**config.mk**
```make
export PLATFORM = sky130hd
export DESIGN_NAME = mem_port_arbiter_flat
export DESIGN_NICKNAME = d
export VERILOG_FILES = /design/src/rtl/mem_port_arbiter_if.sv /design/src/rtl/mem_port_arbiter.sv /design/src/flat_wrapper.sv
export SDC_FILE = /design/constraint.sdc
export NUM_CORES = 1
export LEC_CHECK = 0
export ABC_AREA = 1
export CAP_MARGIN = 25
export CORE_AREA = 2 2 107 109
export CTS_CLUSTER_DIAMETER = 30
export CTS_CLUSTER_SIZE = 10
export DETAILED_ROUTE_END_ITERATION = 8
export DIE_AREA = 0 0 109 111
export GPL_ROUTABILITY_DRIVEN = 1
export GPL_TIMING_DRIVEN = 0
export MAX_ROUTING_LAYER = met4
export SETUP_SLACK_MARGIN = 0.3
export SLEW_MARGIN = 20
export SYNTH_ARGS = -nofsm -noshare
export SYNTH_HDL_FRONTEND = slang
export SYNTH_SLANG_ARGS = --single-unit
```
**constraint.sdc**
```tcl
create_clock -name clk -period 1.4 [get_ports clk]
set_input_delay 0.35 -clock clk [delete_from_list [all_inputs] [get_ports clk]]
set_output_delay 0.35 -clock clk [all_outputs]
set_load 0.1 [all_outputs]
```
**src/rtl/mem_port_arbiter_if.sv**
```systemverilog
// Bus bundle for mem_port_arbiter: fetch port, EXE data port and the shared
// single-ported RAM. Field names mirror the arbiter's port list.
//   slave  : the arbiter's view (takes requests and RAM read data, drives
//            grants, responses and RAM controls).
//   master : the surrounding system's view (pipeline masters plus the RAM).
interface mem_port_arbiter_if #(
  parameter int ADDR_W = 32
);
  // fetch port
  logic              inst_req;
  logic [ADDR_W-1:0] inst_addr;
  logic              inst_gnt;
  logic              inst_rvalid;
  logic [31:0]       inst_rdata;
  // data port
  logic              data_req;
  logic [ADDR_W-1:0] data_addr;
  logic [3:0]        data_we;
  logic [31:0]       data_wdata;
  logic              data_gnt;
  logic              data_rvalid;
  logic [31:0]       data_rdata;
  // RAM side
  logic              ram_en;
  logic [3:0]        ram_we;
  logic [ADDR_W-1:0] ram_addr;
  logic [31:0]       ram_wdata;
  logic [31:0]       ram_rdata;

  modport slave (
    input  inst_req, inst_addr,
    input  data_req, data_addr, data_we, data_wdata,
    input  ram_rdata,
    output inst_gnt, inst_rvalid, inst_rdata,
    output data_gnt, data_rvalid, data_rdata,
    output ram_en, ram_we, ram_addr, ram_wdata
  );

  modport master (
    output inst_req, inst_addr,
    output data_req, data_addr, data_we, data_wdata,
    output ram_rdata,
    input  inst_gnt, inst_rvalid, inst_rdata,
    input  data_gnt, data_rvalid, data_rdata,
    input  ram_en, ram_we, ram_addr, ram_wdata
  );
endinterface

```
**src/rtl/mem_port_arbiter.sv**
```systemverilog
// mem_port_arbiter
// Shares one single-ported synchronous RAM between instruction fetch and the
// EXE data port. Data wins ties unless fetch has been denied STARVE_LIMIT
// cycles in a row, in which case fetch is forced through. Read data returns
// one cycle after the grant and is steered to the master that issued it.
// Ports:
//   clk    : clock
//   reset  : synchronous, active-high
//   bus    : mem_port_arbiter_if.slave
//            inst_req/addr -> inst_gnt, inst_rvalid, inst_rdata
//            data_req/addr/we/wdata -> data_gnt, data_rvalid, data_rdata
//            ram_en/we/addr/wdata out, ram_rdata in
module mem_port_arbiter #(
  parameter int ADDR_W       = 32,
  parameter int STARVE_LIMIT = 4   // 1..15
) (
  input  logic               clk,
  input  logic               reset,
  mem_port_arbiter_if.slave  bus
);
  localparam logic [3:0] LIMIT = 4'(STARVE_LIMIT);

  typedef enum logic [1:0] {
    OWN_NONE = 2'd0,
    OWN_INST = 2'd1,
    OWN_DATA = 2'd2
  } owner_e;

  logic [3:0]        starve_cnt;
  owner_e            resp_owner;
  logic              force_fetch;
  logic              inst_win;
  logic              data_win;
  logic [ADDR_W-1:0] sel_addr;

  // Grant decision is purely combinational so a request can win the same
  // cycle it is raised. Reset blocks both grants so nothing touches the RAM.
  always_comb begin
    force_fetch = (starve_cnt == LIMIT);
    inst_win    = !reset && bus.inst_req && (!bus.data_req || force_fetch);
    data_win    = !reset && bus.data_req && !inst_win;
    sel_addr    = inst_win ? bus.inst_addr : bus.data_addr;
  end

  assign bus.inst_gnt  = inst_win;
  assign bus.data_gnt  = data_win;
  assign bus.ram_en    = inst_win | data_win;
  assign bus.ram_addr  = sel_addr;
  // fetch is read-only; only a data grant may carry byte enables
  assign bus.ram_we    = data_win ? bus.data_we : 4'b0000;
  assign bus.ram_wdata = bus.data_wdata;

  // RAM read data is shared; each rvalid qualifies its own copy.
  assign bus.inst_rdata = bus.ram_rdata;
  assign bus.data_rdata = bus.ram_rdata;

  // Gating with reset drops a response whose grant came just before reset.
  assign bus.inst_rvalid = !reset && (resp_owner == OWN_INST);
  assign bus.data_rvalid = !reset && (resp_owner == OWN_DATA);

  always_ff @(posedge clk) begin
    if (reset) begin
      starve_cnt <= 4'd0;
      resp_owner <= OWN_NONE;
    end else begin
      // Count only cycles where fetch is waiting and losing; any grant or
      // idle fetch restarts the count.
      if (bus.inst_req && !inst_win)
        starve_cnt <= (starve_cnt == LIMIT) ? LIMIT : starve_cnt + 4'd1;
      else
        starve_cnt <= 4'd0;

      // Writes complete at grant, so they leave no response pending.
      if (inst_win)
        resp_owner <= OWN_INST;
      else if (data_win && (bus.data_we == 4'b0000))
        resp_owner <= OWN_DATA;
      else
        resp_owner <= OWN_NONE;
    end
  end
endmodule

```
**src/flat_wrapper.sv**
```systemverilog
// flat-port wrapper written by rule: the top's interface ports become plain ports
module mem_port_arbiter_flat 
#(
  parameter int ADDR_W       = 32,
  parameter int STARVE_LIMIT = 4           
)
  (clk, reset, bus_inst_req, bus_inst_addr, bus_data_req, bus_data_addr, bus_data_we, bus_data_wdata, bus_ram_rdata, bus_inst_gnt, bus_inst_rvalid, bus_inst_rdata, bus_data_gnt, bus_data_rvalid, bus_data_rdata, bus_ram_en, bus_ram_we, bus_ram_addr, bus_ram_wdata);
  mem_port_arbiter_if #(.ADDR_W(ADDR_W)) bus_i ();
  input  logic clk;
  input  logic reset;
  input wire logic [$bits(bus_i.inst_req)-1:0] bus_inst_req;
  input wire logic [$bits(bus_i.inst_addr)-1:0] bus_inst_addr;
  input wire logic [$bits(bus_i.data_req)-1:0] bus_data_req;
  input wire logic [$bits(bus_i.data_addr)-1:0] bus_data_addr;
  input wire logic [$bits(bus_i.data_we)-1:0] bus_data_we;
  input wire logic [$bits(bus_i.data_wdata)-1:0] bus_data_wdata;
  input wire logic [$bits(bus_i.ram_rdata)-1:0] bus_ram_rdata;
  output wire logic [$bits(bus_i.inst_gnt)-1:0] bus_inst_gnt;
  output wire logic [$bits(bus_i.inst_rvalid)-1:0] bus_inst_rvalid;
  output wire logic [$bits(bus_i.inst_rdata)-1:0] bus_inst_rdata;
  output wire logic [$bits(bus_i.data_gnt)-1:0] bus_data_gnt;
  output wire logic [$bits(bus_i.data_rvalid)-1:0] bus_data_rvalid;
  output wire logic [$bits(bus_i.data_rdata)-1:0] bus_data_rdata;
  output wire logic [$bits(bus_i.ram_en)-1:0] bus_ram_en;
  output wire logic [$bits(bus_i.ram_we)-1:0] bus_ram_we;
  output wire logic [$bits(bus_i.ram_addr)-1:0] bus_ram_addr;
  output wire logic [$bits(bus_i.ram_wdata)-1:0] bus_ram_wdata;
  assign bus_i.inst_req = bus_inst_req;
  assign bus_i.inst_addr = bus_inst_addr;
  assign bus_i.data_req = bus_data_req;
  assign bus_i.data_addr = bus_data_addr;
  assign bus_i.data_we = bus_data_we;
  assign bus_i.data_wdata = bus_data_wdata;
  assign bus_i.ram_rdata = bus_ram_rdata;
  assign bus_inst_gnt = bus_i.inst_gnt;
  assign bus_inst_rvalid = bus_i.inst_rvalid;
  assign bus_inst_rdata = bus_i.inst_rdata;
  assign bus_data_gnt = bus_i.data_gnt;
  assign bus_data_rvalid = bus_i.data_rvalid;
  assign bus_data_rdata = bus_i.data_rdata;
  assign bus_ram_en = bus_i.ram_en;
  assign bus_ram_we = bus_i.ram_we;
  assign bus_ram_addr = bus_i.ram_addr;
  assign bus_ram_wdata = bus_i.ram_wdata;
  mem_port_arbiter #(.ADDR_W(ADDR_W), .STARVE_LIMIT(STARVE_LIMIT)) u_core (.clk(clk), .reset(reset), .bus(bus_i));
endmodule
```
==> metrics.txt <==
Yosys reg bits=6; DRC Markers=0; core footprint=11080 sq um; power density cells=between 600 and 700 nW/um^2; CP max stage delay=around 310 ps; R2R Path End=u_core.resp_owner[0]; H-Tree Depth=1; via count=around 2300; post-synthesis sequential area ratio=0.07921; ant diodes=0; clock skew=roughly 0.63 ps; ratio of cells with drive above 1 in the final layout=0.8154; GRT Overall Usage=0.1170; Rel. slew slack=0.8129; synthesized area=1516 sq um; DR pass1 iterations=4; antenna violations before repair=0; Final Cell Area=5794 sq um; Avg Synthesized Cell Area=between 6 and 7 sq um; Tcrit/Tclk final=1.390; clk buf depth=2; Syn-to-layout area delta=282.1%; Worst-path clk slew=about 30 ps; fmax=around 500 MHz; RSZ-0062 raised after global routing=yes; crit path kind=reg -> out; Die Area=around 12000 sq um; dpl ws=-2021 ps; die height=111 um; M1 WL=approximately 2400 um; flop2flop setup slack=approximately 110 ps; max_cap viols=0; YS warnings=0; Hold Crit Depth=3; Setup WS post-layout=-546.3 ps; largest net degree at the start of global routing=11; Syn Inst Count=about 250; Starting Density=0.1369; Starting DRT DRC Count=between 40 and 50; status=finished with violations; WP buf/inv=4; Arrival @ worst endpoint=1600 ps; ANT nets after route=0; share of flip-flops with an asynchronous set or reset=0; violated checks=negative setup slack; row count=39; Hold Crit Endpoint=u_core.starve_cnt[1]; drt wl/cell=11.73 um; Ports=between 200 and 300; Worst setup EP type=output port; FF-to-FF path depth=9; placed cell areas=4524 sq um; Worst Setup SP=u_core.starve_cnt[1]; slowest CP cell=dfxtp_2; number of synthesized flops with an enable pin=0; Hold-fix buffers, CTS=0; fin crit period=1946 ps; PortBufs=roughly 210; top sig layer=met4; vias in the first global route=about 2300; crit-path max FO=7; number of library cell types mapped by synthesis=17; length of routed met3 wiring=approximately 740 um; Lkg Pwr=roughly 2.5 nW; crit-path cells=inv_2, ha_4, nand3_4, nand2_8, nand2_8, buf_12, buf_12, nand2_4, nand2_8, buf_12; nets in the synthesized netlist=approximately 390; clock sinks=6; final-stage net count=622; grt ovf=0; die width=~110 um; worst path required time=1050 ps; HP Class=in -> reg; CTS tree=done; startpoint types=flip-flop; Top FF cell, synth=dfxtp_1; clk_lat worst skew=~220 ps; met2 WL=just over 4000 um; Slew Viols, Final=0; FF-to-FF Start=u_core.starve_cnt[1]; worst slew pin tran=283.0 ps; via density per instance=around 3.7; Hold Path Origin=bus_data_req; final-report setup violation count=38; dpl hpwl=between 5000 and 6000 um; Max IR drop VDD=roughly 0.37 mV; final count of hold timing violations=0; GP Congestion=roughly 0.67; Root Driver=clkbuf_16; global-route wire length before repair=between 10000 and 15000 um; DRT Wirelength=roughly 7300 um; cts bufs inserted=3; Top Family by Delay on Critical Path=buffers and inverters
[placed cells by master, fill, tap and decap left out, drive strengths merged]
cell	n
clkbuf	4
nor3	1
xnor2	1
nor2	12
dfxtp	6
a21oi	1
clkinvlp	2
clkdlybuf4s50	68
nand4	1
nand3	35
buf	268
nand2	68
ha	2
xor2	1
inv	12
[synth_stat cells, types with 2 or more instances]
library cell | n | area (sq um)
buf_4 | 99 | 743.2
nand2_1 | 66 | 247.7
nand3_1 | 35 | 175.2
inv_1 | 14 | 52.55
nor2_1 | 11 | 41.29
dfxtp_1 | 6 | 120.1
buf_2 | 3 | 15.01
buf_6 | 3 | 33.78
ha_1 | 2 | 25.02
[routing by layer]
layer  track usage  vias to the layer above
met2        0.2203                      143
met5             -                        -
met3       0.02175                        6
met4       0.02051                        0
li1              -                     1145
met1        0.1261                     1030
[worst reg2reg max path: cells and delay by family (launching register included)]
kind          cells  cell delay, ps
fa+ha+maj         1             130
buf+inv           5             520
flops             1             310
simple gates      3             280
[through the flow]
stage | total power [W] | hold WS (ps) | setup TNS [ps] | cells | utilization
4_1_cts | 0.004009 | 510.1 | -19810 | 621 | 0.5125
3_3_place_gp | 0.003085 | 431.2 | -124330 | 598 | 0.4084
5_1_grt | 0.004129 | 512.8 | -21290 | 625 | 0.5231
3_5_place_dp | 0.003096 | 446.2 | -125110 | 598 | 0.4084
6_report | 0.004014 | 475.1 | -18930 | 625 | 0.5231
2_1_floorplan | 0.002436 | 418.7 | -7487 | 247 | -
[sequential cells by signal (all words and copies together) (netlist names)]
| name | flops |
|---|---|
| u_core.starve_cnt | 4 |
| u_core.resp_owner | 2 |
[report_power, final]
group	switching, W	internal [W]
combinational	0.00224	0.00115
sequential	0.00000259	0.000174
clock	0.0000867	0.000366
total	0.00233	0.00169
[repair_timing]
action	CTS	global route
cloned	4	1
setup endpoints to repair	143	47
buffers inserted	16	3
resized for setup	1087	14
pin swaps	15	8
[kinds of logic after synthesis]
group,after synthesis,synth area share
compound gates,1,0.003297
xor+xnor,2,0.01155
fa+ha+maj,2,0.01650
buf+inv,119,0.5569
flops,6,0.07921
simple gates,117,0.3325
[worst max-delay path by stage]
| stage | endpoint | cells past startpoint |
|---|---|---|
| final | bus_ram_addr[20] | 10 |
| after global routing | bus_ram_addr[9] | 10 |
| after CTS | bus_ram_addr[9] | 10 |
| after detailed placement | bus_ram_addr[18] | 6 |
| after global placement | bus_ram_addr[18] | 6 |
| after floorplan | bus_ram_we[0] | 7 |
[layout make-up]
| cell class | count | area, sq um |
|---|---|---|
| buffer | 105 | 890.9 |
| clock buffer | 3 | 75.07 |
| fill | 1000 | 5283 |
| inverter | 14 | 62.56 |
| multi-input combinational | 122 | 1854 |
| sequential | 6 | 127.6 |
| tap | 143 | 178.9 |
| timing repair buffer | 232 | 2605 |
Power figures use the tool's default switching activity.
